**src/rtl/vecmul_pkg.sv**
```systemverilog
// Shared types and elaboration-time helpers for the SIMD Wallace-tree multiplier.
package vecmul_pkg;

  typedef enum logic {
    MODE_UNSIGNED = 1'b0,
    MODE_SIGNED   = 1'b1
  } mode_e;

  localparam int NUM_STAGES = 3;

  // W Baugh-Wooley rows plus one row carrying the signed-mode correction constant.
  function automatic int lane_pp_rows(input int w);
    return w + 1;
  endfunction

  function automatic int csa_rows_out(input int n);
    return (n / 3) * 2 + (n % 3);
  endfunction

  function automatic int wallace_levels(input int n);
    int r;
    int lvl;
    r   = n;
    lvl = 0;
    while (r > 2) begin
      r   = csa_rows_out(r);
      lvl = lvl + 1;
    end
    return lvl;
  endfunction

  function automatic int wallace_rows_at(input int n, input int lvl);
    int r;
    r = n;
    for (int k = 0; k < lvl; k++) begin
      r = csa_rows_out(r);
    end
    return r;
  endfunction

endpackage

```
**src/rtl/mul_lane_wallace.sv**
```systemverilog
// One multiplier lane: partial products -> S1, Wallace reduction -> S2, carry-propagate add -> S3.
module mul_lane_wallace
  import vecmul_pkg::*;
#(
  parameter int W = 8
) (
  input  logic           clk,
  input  logic           rst_n,
  input  logic           s1_load_i,
  input  logic           s2_load_i,
  input  logic           s3_load_i,
  input  logic           signed_i,
  input  logic [W-1:0]   a_i,
  input  logic [W-1:0]   b_i,
  output logic [2*W-1:0] product_o
);

  localparam int PW   = 2 * W;
  localparam int R0   = lane_pp_rows(W);
  localparam int NLEV = wallace_levels(R0);

  localparam logic [PW-1:0] ONE      = {{(PW-1){1'b0}}, 1'b1};
  localparam logic [PW-1:0] BW_CONST = (ONE << W) | (ONE << (PW - 1));

  function automatic logic [PW-1:0] csa_sum(input logic [PW-1:0] x, input logic [PW-1:0] y,
                                            input logic [PW-1:0] z);
    return x ^ y ^ z;
  endfunction

  function automatic logic [PW-1:0] csa_carry(input logic [PW-1:0] x, input logic [PW-1:0] y,
                                              input logic [PW-1:0] z);
    logic [PW-1:0] m;
    m = (x & y) | (x & z) | (y & z);
    return {m[PW-2:0], 1'b0};
  endfunction

  logic [PW-1:0] pp_d  [R0];
  logic [PW-1:0] pp_q  [R0];
  logic [PW-1:0] tree  [NLEV+1][R0];
  logic [PW-1:0] sum_q;
  logic [PW-1:0] carry_q;
  logic [PW-1:0] prod_d;
  logic [PW-1:0] prod_q;

  // Baugh-Wooley rows: in signed mode, cross terms with exactly one sign bit are inverted.
  always_comb begin
    for (int j = 0; j < W; j++) begin
      pp_d[j] = '0;
      for (int i = 0; i < W; i++) begin
        pp_d[j][i+j] = (a_i[i] & b_i[j]) ^ (signed_i & ((i == W - 1) != (j == W - 1)));
      end
    end
    pp_d[W] = signed_i ? BW_CONST : '0;
  end

  // S1 register: partial-product rows.
  always_ff @(posedge clk or negedge rst_n) begin
    if (!rst_n) begin
      for (int r = 0; r < R0; r++) pp_q[r] <= '0;
    end else if (s1_load_i) begin
      for (int r = 0; r < R0; r++) pp_q[r] <= pp_d[r];
    end
  end

  for (genvar r = 0; r < R0; r++) begin : g_lvl0
    assign tree[0][r] = pp_q[r];
  end

  for (genvar l = 0; l < NLEV; l++) begin : g_lvl
    localparam int RI = wallace_rows_at(R0, l);
    localparam int NT = RI / 3;
    localparam int RO = csa_rows_out(RI);
    for (genvar t = 0; t < NT; t++) begin : g_csa
      assign tree[l+1][2*t]   = csa_sum(tree[l][3*t], tree[l][3*t+1], tree[l][3*t+2]);
      assign tree[l+1][2*t+1] = csa_carry(tree[l][3*t], tree[l][3*t+1], tree[l][3*t+2]);
    end
    for (genvar r = 0; r < RI - 3 * NT; r++) begin : g_pass
      assign tree[l+1][2*NT+r] = tree[l][3*NT+r];
    end
    for (genvar r = RO; r < R0; r++) begin : g_zero
      assign tree[l+1][r] = '0;
    end
  end

  // S2 register: the two rows left by the tree.
  always_ff @(posedge clk or negedge rst_n) begin
    if (!rst_n) begin
      sum_q   <= '0;
      carry_q <= '0;
    end else if (s2_load_i) begin
      sum_q   <= tree[NLEV][0];
      carry_q <= tree[NLEV][1];
    end
  end

  assign prod_d = sum_q + carry_q;

  // S3 register: final product, held whenever no new result is loaded.
  always_ff @(posedge clk or negedge rst_n) begin
    if (!rst_n) begin
      prod_q <= '0;
    end else if (s3_load_i) begin
      prod_q <= prod_d;
    end
  end

  assign product_o = prod_q;

endmodule

```
**src/rtl/vecmul_wallace_pipe.sv**
```systemverilog
// SIMD W x W multiplier, 3-stage pipeline with valid/ready handshake and bubble collapsing.
module vecmul_wallace_pipe
  import vecmul_pkg::*;
#(
  parameter int LANES = 4,
  parameter int W     = 8
) (
  input  logic                 clk,
  input  logic                 rst_n,
  input  logic                 in_valid,
  output logic                 in_ready,
  input  logic                 in_signed,
  input  logic [LANES*W-1:0]   in_a,
  input  logic [LANES*W-1:0]   in_b,
  output logic                 out_valid,
  input  logic                 out_ready,
  output logic                 out_signed,
  output logic [LANES*2*W-1:0] product
);

  logic [NUM_STAGES-1:0] valid_q;
  logic [NUM_STAGES-1:0] valid_d;
  logic [NUM_STAGES-1:0] load_s;
  logic                  adv1_s;
  logic                  adv2_s;
  logic                  adv3_s;
  mode_e                 mode_q [NUM_STAGES];
  mode_e                 mode_d [NUM_STAGES];

  // A stage advances when empty or when its successor advances.
  always_comb begin
    adv3_s = !valid_q[2] || out_ready;
    adv2_s = !valid_q[1] || adv3_s;
    adv1_s = !valid_q[0] || adv2_s;

    load_s[0] = in_valid   && adv1_s;
    load_s[1] = valid_q[0] && adv2_s;
    load_s[2] = valid_q[1] && adv3_s;

    valid_d[0] = adv1_s ? in_valid   : valid_q[0];
    valid_d[1] = adv2_s ? valid_q[0] : valid_q[1];
    valid_d[2] = adv3_s ? valid_q[1] : valid_q[2];

    mode_d[0] = load_s[0] ? mode_e'(in_signed) : mode_q[0];
    mode_d[1] = load_s[1] ? mode_q[0]          : mode_q[1];
    mode_d[2] = load_s[2] ? mode_q[1]          : mode_q[2];
  end

  // Stage valid bits and the mode bit travelling with each stage.
  always_ff @(posedge clk or negedge rst_n) begin
    if (!rst_n) begin
      valid_q <= '0;
      for (int k = 0; k < NUM_STAGES; k++) mode_q[k] <= MODE_UNSIGNED;
    end else begin
      valid_q <= valid_d;
      for (int k = 0; k < NUM_STAGES; k++) mode_q[k] <= mode_d[k];
    end
  end

  assign in_ready   = adv1_s;
  assign out_valid  = valid_q[NUM_STAGES-1];
  assign out_signed = (mode_q[NUM_STAGES-1] == MODE_SIGNED);

  for (genvar g = 0; g < LANES; g++) begin : g_lane
    mul_lane_wallace #(
      .W(W)
    ) u_lane (
      .clk       (clk),
      .rst_n     (rst_n),
      .s1_load_i (load_s[0]),
      .s2_load_i (load_s[1]),
      .s3_load_i (load_s[2]),
      .signed_i  (in_signed),
      .a_i       (in_a[g*W +: W]),
      .b_i       (in_b[g*W +: W]),
      .product_o (product[g*2*W +: 2*W])
    );
  end

endmodule

```
**config.mk**
```make
export PLATFORM = sky130hd
export DESIGN_NAME = vecmul_wallace_pipe
export DESIGN_NICKNAME = d
export VERILOG_FILES = /design/src/rtl/vecmul_pkg.sv /design/src/rtl/mul_lane_wallace.sv /design/src/rtl/vecmul_wallace_pipe.sv
export SDC_FILE = /design/constraint.sdc
export NUM_CORES = 1
export LEC_CHECK = 0
export CORE_ASPECT_RATIO = 1.1
export CORE_MARGIN = 10
export CORE_UTILIZATION = 55
export CTS_CLUSTER_SIZE = 24
export DETAILED_ROUTE_END_ITERATION = 8
export GPL_ROUTABILITY_DRIVEN = 0
export PLACE_DENSITY = 0.8
export SETUP_SLACK_MARGIN = 0.02
export SLEW_MARGIN = 20
export SYNTH_ARGS = -nofsm -noshare
export SYNTH_HDL_FRONTEND = slang
export SYNTH_HIERARCHICAL = 1
export SYNTH_SLANG_ARGS = --single-unit
```
**constraint.sdc**
```tcl
create_clock -name clk -period 6.2 [get_ports clk]
set_input_delay 1.55 -clock clk [delete_from_list [all_inputs] [get_ports clk]]
set_output_delay 1.55 -clock clk [all_outputs]
set_load 0.05 [all_outputs]
```
### Yosys cells after proc, flatten, opt, wreduce, memory -nomap -nowiden

Cells that the tools add are included.

* add/sub/neg operators: 4
* muxes and demuxes: 1
* bitwise operators: 508
* reduce and logical (&&, ||, !) cells: 9

Operators by type and width (count)
* 15-bit OR: 28
* 14-bit by 15-bit AND with 15-bit output: 20
* 15-bit AND: 20
* 1-bit AND: 256
* 16-bit bitwise XOR: 12
* 14-bit by 16-bit bitwise XOR with 16-bit output: 8
* 11-bit by 13-bit AND with 13-bit output: 8
* 13-bit OR: 8
* 16-bit adder: 4
* 15-bit by 16-bit bitwise XOR with 16-bit output: 4
* 13-bit by 15-bit AND with 15-bit output: 4
* 14-bit by 15-bit OR with 15-bit output: 4
* 14-bit by 15-bit bitwise XOR with 15-bit output: 4
* 13-bit by 14-bit AND with 14-bit output: 4
* 1-bit bitwise XOR: 56
* 13-bit by 14-bit bitwise XOR with 14-bit output: 4
* 10-bit by 13-bit AND with 13-bit output: 4
* 12-bit by 13-bit AND with 13-bit output: 4
* 11-bit by 13-bit OR with 13-bit output: 4
* 12-bit by 13-bit OR with 13-bit output: 4
* 11-bit by 13-bit bitwise XOR with 13-bit output: 4
* 12-bit by 13-bit bitwise XOR with 13-bit output: 4
* 11-bit by 12-bit AND with 12-bit output: 4
* 11-bit by 12-bit bitwise XOR with 12-bit output: 4
* 13 further kinds: 46

* bits in registers: 466
* input port bits: 69
* output and inout bits: 67
* word-level logic and storage cells: 573

### Logic depth before layout (Yosys ltp)

* depth in word-level cells: 12
* mapped depth: 9
* gate-level depth less buffers: 9

### Cells and area by module

The synthesis kept the hierarchy.

Modules (own cells, without submodules)
* mul_lane_wallace at g_lane[1].u_lane ...: instances 3, cells an instance 581, area an instance 6093.3 um^2, sequential area each 2702.6 um^2
* mul_lane_wallace at g_lane[0].u_lane: instances 1, cells an instance 581, area an instance 6110.9 um^2, sequential area each 2702.6 um^2
* vecmul_wallace_pipe: instances 1, cells an instance 18, area an instance 257.7 um^2, sequential area each 150.1 um^2

### Worst setup path before layout

No wires, ideal clock.

* path kind: input to output
* start point: input port out_ready
* end point: output port in_ready
* arrival time: 1.988 ns
* required time: 4.650 ns
* path slack: 2.662 ns
* stages: 1
* path buffers: 0
* cells stage by stage: nand4b_2

* cells in the longest elaborated chain, start to end: 3

RTL lines
* from (decl): line vecmul_wallace_pipe.sv:16 `input logic out_ready,`
* 1-bit logical OR: line vecmul_wallace_pipe.sv:32 `adv3_s = !valid_q[2] || out_ready;`
* 1-bit logical OR: line vecmul_wallace_pipe.sv:33 `adv2_s = !valid_q[1] || adv3_s;`
* 1-bit logical OR: line vecmul_wallace_pipe.sv:34 `adv1_s = !valid_q[0] || adv2_s;`
* to (decl): line vecmul_wallace_pipe.sv:11 `output logic in_ready,`

Every way passes these cells.

### Final worst setup path

Same ends and word-level chain as after synthesis.

==> summary.md <==
| Metric | Value |
|---|---|
| Max Freq | approximately 0.22 GHz |
| GR Layer Usage met2 | about 34% |
| First drt pass iteration count | 7 |
| Combinational power share | between 40% and 50% |
| First-pass GRT wire length | roughly 88000 um |
| CP required | 4650 ps |
| Full die area | 0.0537 mm^2 |
| Mapped Cells | 2342 |
| Post-synth EDFFs | 0 |
| Clock transition at path regs | 60 ps |
| CP Capture Type | output port |
| Worst slack, placed | 1650 ps |
| Slew @ Worst Pin | ~1100 ps |
| End point of the worst hold path | g_lane[3].u_lane/product_o[15] |
| Critical path arrival | roughly 3000 ps |
| Clock Power Share | 23.5% |
| Synth Area per Inst | 10.5 um^2 |
| Pins Over Slew Limit | 0 |
| Clock period minus worst slack | 4540 ps |
| Initial core utilization | 55.5% |
| Worst hold path depth | 2 |
| Post_cts resized | 0 |
| Drt via density | 5.51 |
| Async SR Flop Fraction | 100% |
| Pwr/cell area | 447 mW/mm^2 |
| Setup TNS Final | 0 ps |
| RR Endpoint | g_lane[1].u_lane/sum_q[8] |
| DRC Markers | 0 |
| RR Startpoint | g_lane[1].u_lane/pp_q[8] |
| # hold bufs at CTS | 0 |
| Finished Cell Area | 0.0278 mm^2 |
| Post-Route Skew | slightly above 10 ps |
| Routed Wire Length | 52700 um |
| Final Cycle Share | between 70% and 80% |
| Switching Share | just under 40% |
| Total GRT Usage | 19.6% |
| I/O Pins | about 140 |
| Area Growth Syn to Fin | 12.8% |
| Final Hold Vio Count | 0 |
| Vias | ~17000 |
| Max-Cap Viols | 0 |
| Final worst slack | 1660 ps |
| Startpoint types | input pin |
| Setup violators final | 0 |
| R2R depth | 7 |
| Gr busiest metal | met2 |
| Most common cell after layout, fill and taps aside | dfrtp_1 |
| Placed instance area | 0.0262 mm^2 |
| CTS sink count | 438 |
| Syn_nets | 2699 |
| Sw Pwr | approximately 4800 uW |
| HP Start | g_lane[3].u_lane/product_o[15] |
| Layout cell share with drive strength beyond 1 | 10.2% |
| Vias in the first global route | 17454 |
| DR WL/cell | 17.5 um |
| Internal | approximately 7600 uW |
| Die span in y | 242 um |
| Iteration-0 DRC Markers | 1388 |
| Clock latency on the worst-skew pair | 580 ps |
| Power Total | 12400 uW |
| Clock Tree Buf Depth | 3 |
| Slew HR | 24.7% |
| Root Driver | clkbuf_16 |
| Distinct cells, synth | 52 |
| Nets | 2743 |
| CTS tree | done |
| Cts bufs inserted | 46 |
| Site Rows | 81 |
| Status | complete, no violations |
| Max rail drop VDD | 0.299 mV |
| N_diodes | 0 |
| Port Buffers | 135 |
| Commonest cells after routing, fill and taps aside | 438 x dfrtp_1, 416 x inv_1, 208 x nand3_1, 208 x o21ai_0, 156 x fa_1 |
| Initial antenna violation count | 0 |
| Seq cells post-synth | roughly 440 |
| Flop pwr share | 32.5% |
| Chip Width | 222 um |
| Crit Path Max Fanout | 3 |
| DP HPWL | 36100 um |
| Met3 usage in global routing | 3.08% |
| Largest net degree at the start of global routing | 162 |
| Synth warn | 6 |
| Sequential area share after synthesis | 44.5% |
| GR Util met1 | 24.6% |
| Top FF cell, synth | dfrtp_1 |
| H-tree depth | 2 |
| Post-Route Utilization | 62.6% |
| R2R setup slack | 3220 ps |
| HP Class | register to register |
| Remaining Overflow, GRT | 0 |
| Routed Antenna Nets | 0 |
| Setup bufs post-CTS | 0 |
| CP Class | input pin to output port |
| Core footprint | 0.0444 mm^2 |
| Static Leak | ~0.013 uW |
| Cell area after synthesis | 0.0246 mm^2 |
| RSZ-0062 raised after global routing | false |
[worst max-delay path: stages]
cell             delay [ps]
clkdlybuf4s50_1         480
nand4b_2                140
clkdlybuf4s50_1         810
[logic make-up after synthesis]
| kind of cell | synth area share, % |
|---|---|
| compound gates | 9.84 |
| xor+xnor | 2.42 |
| flops | 44.5 |
| simple gates | 8.35 |
| fa+ha+maj | 19.4 |
| mux | 6.37 |
| buf+inv | 9.19 |
[layout make-up]
cell class	count	area (um^2)
multi-input cells	1336	11400
clock inverters	9	148
inverters	416	1560
well taps	581	727
flip-flops and latches	438	11000
clock buffers	76	1470
fillers	3401	16600
repair buffers	148	1500
[worst max path at each step]
stage               startpoint        to  slack [ps]  depth (start not counted)
finish               out_ready  in_ready        1660                          3
global route         out_ready  in_ready        1600                          3
CTS                  out_ready  in_ready        1650                          3
detailed placement   out_ready  in_ready        1650                          3
global placement     out_ready  in_ready        1650                          3
floorplan            out_ready  in_ready        2660                          1
[cell usage after synthesis, types with 11 or more instances]
cell type  number  area (um^2)
fa_1          156         3120
and3_1         12         75.1
nand3_1       208         1040
mux2_2        138         1550
nand2_1        88          330
buf_2          28          140
dfrtp_1       438        11000
xor2_1         60          526
ha_1          132         1650
clkbuf_2       36          180
o21ai_1        11         55.1
nor3_1         16         80.1
a21oi_1        88          440
o21ai_0       208         1040
nor2_1         84          315
inv_1         416         1560
clkbuf_1       80          300
o31ai_1        11         82.6
[through the flow]
stage,hold slack [ps],cells
2_1_floorplan,469,2342
3_3_place_gp,471,2919
3_5_place_dp,477,2919
4_1_cts,492,3004
5_1_grt,520,3004
6_report,488,3004
[registers in the layout (all words and copies together) (netlist names)]
signal / flops
g_lane.u_lane/carry_q: 44
valid_q: 3
g_lane.u_lane/sum_q: 64
mode_q: 2
out_signed: 1
g_lane.u_lane/pp_q: 260
g_lane.u_lane/product_o: 64
[routing by layer]
layer	wire length [um]	share of wire [%]
met5	0	0
met4	1280	2.4
met3	2500	4.8
met2	27100	51
met1	21800	41
[power by group through the flow]
stage               Clock, uW  Combinational [uW]  Sequential, uW
detailed placement          0                5440            4090
CTS                      2980                5510            4050
finish                   2910                5470            4040
global route             3090                6150            4130
global placement            0                5210            4050
floorplan                   0                3240            4680
Note: power is estimated with default switching activity, not from simulation.
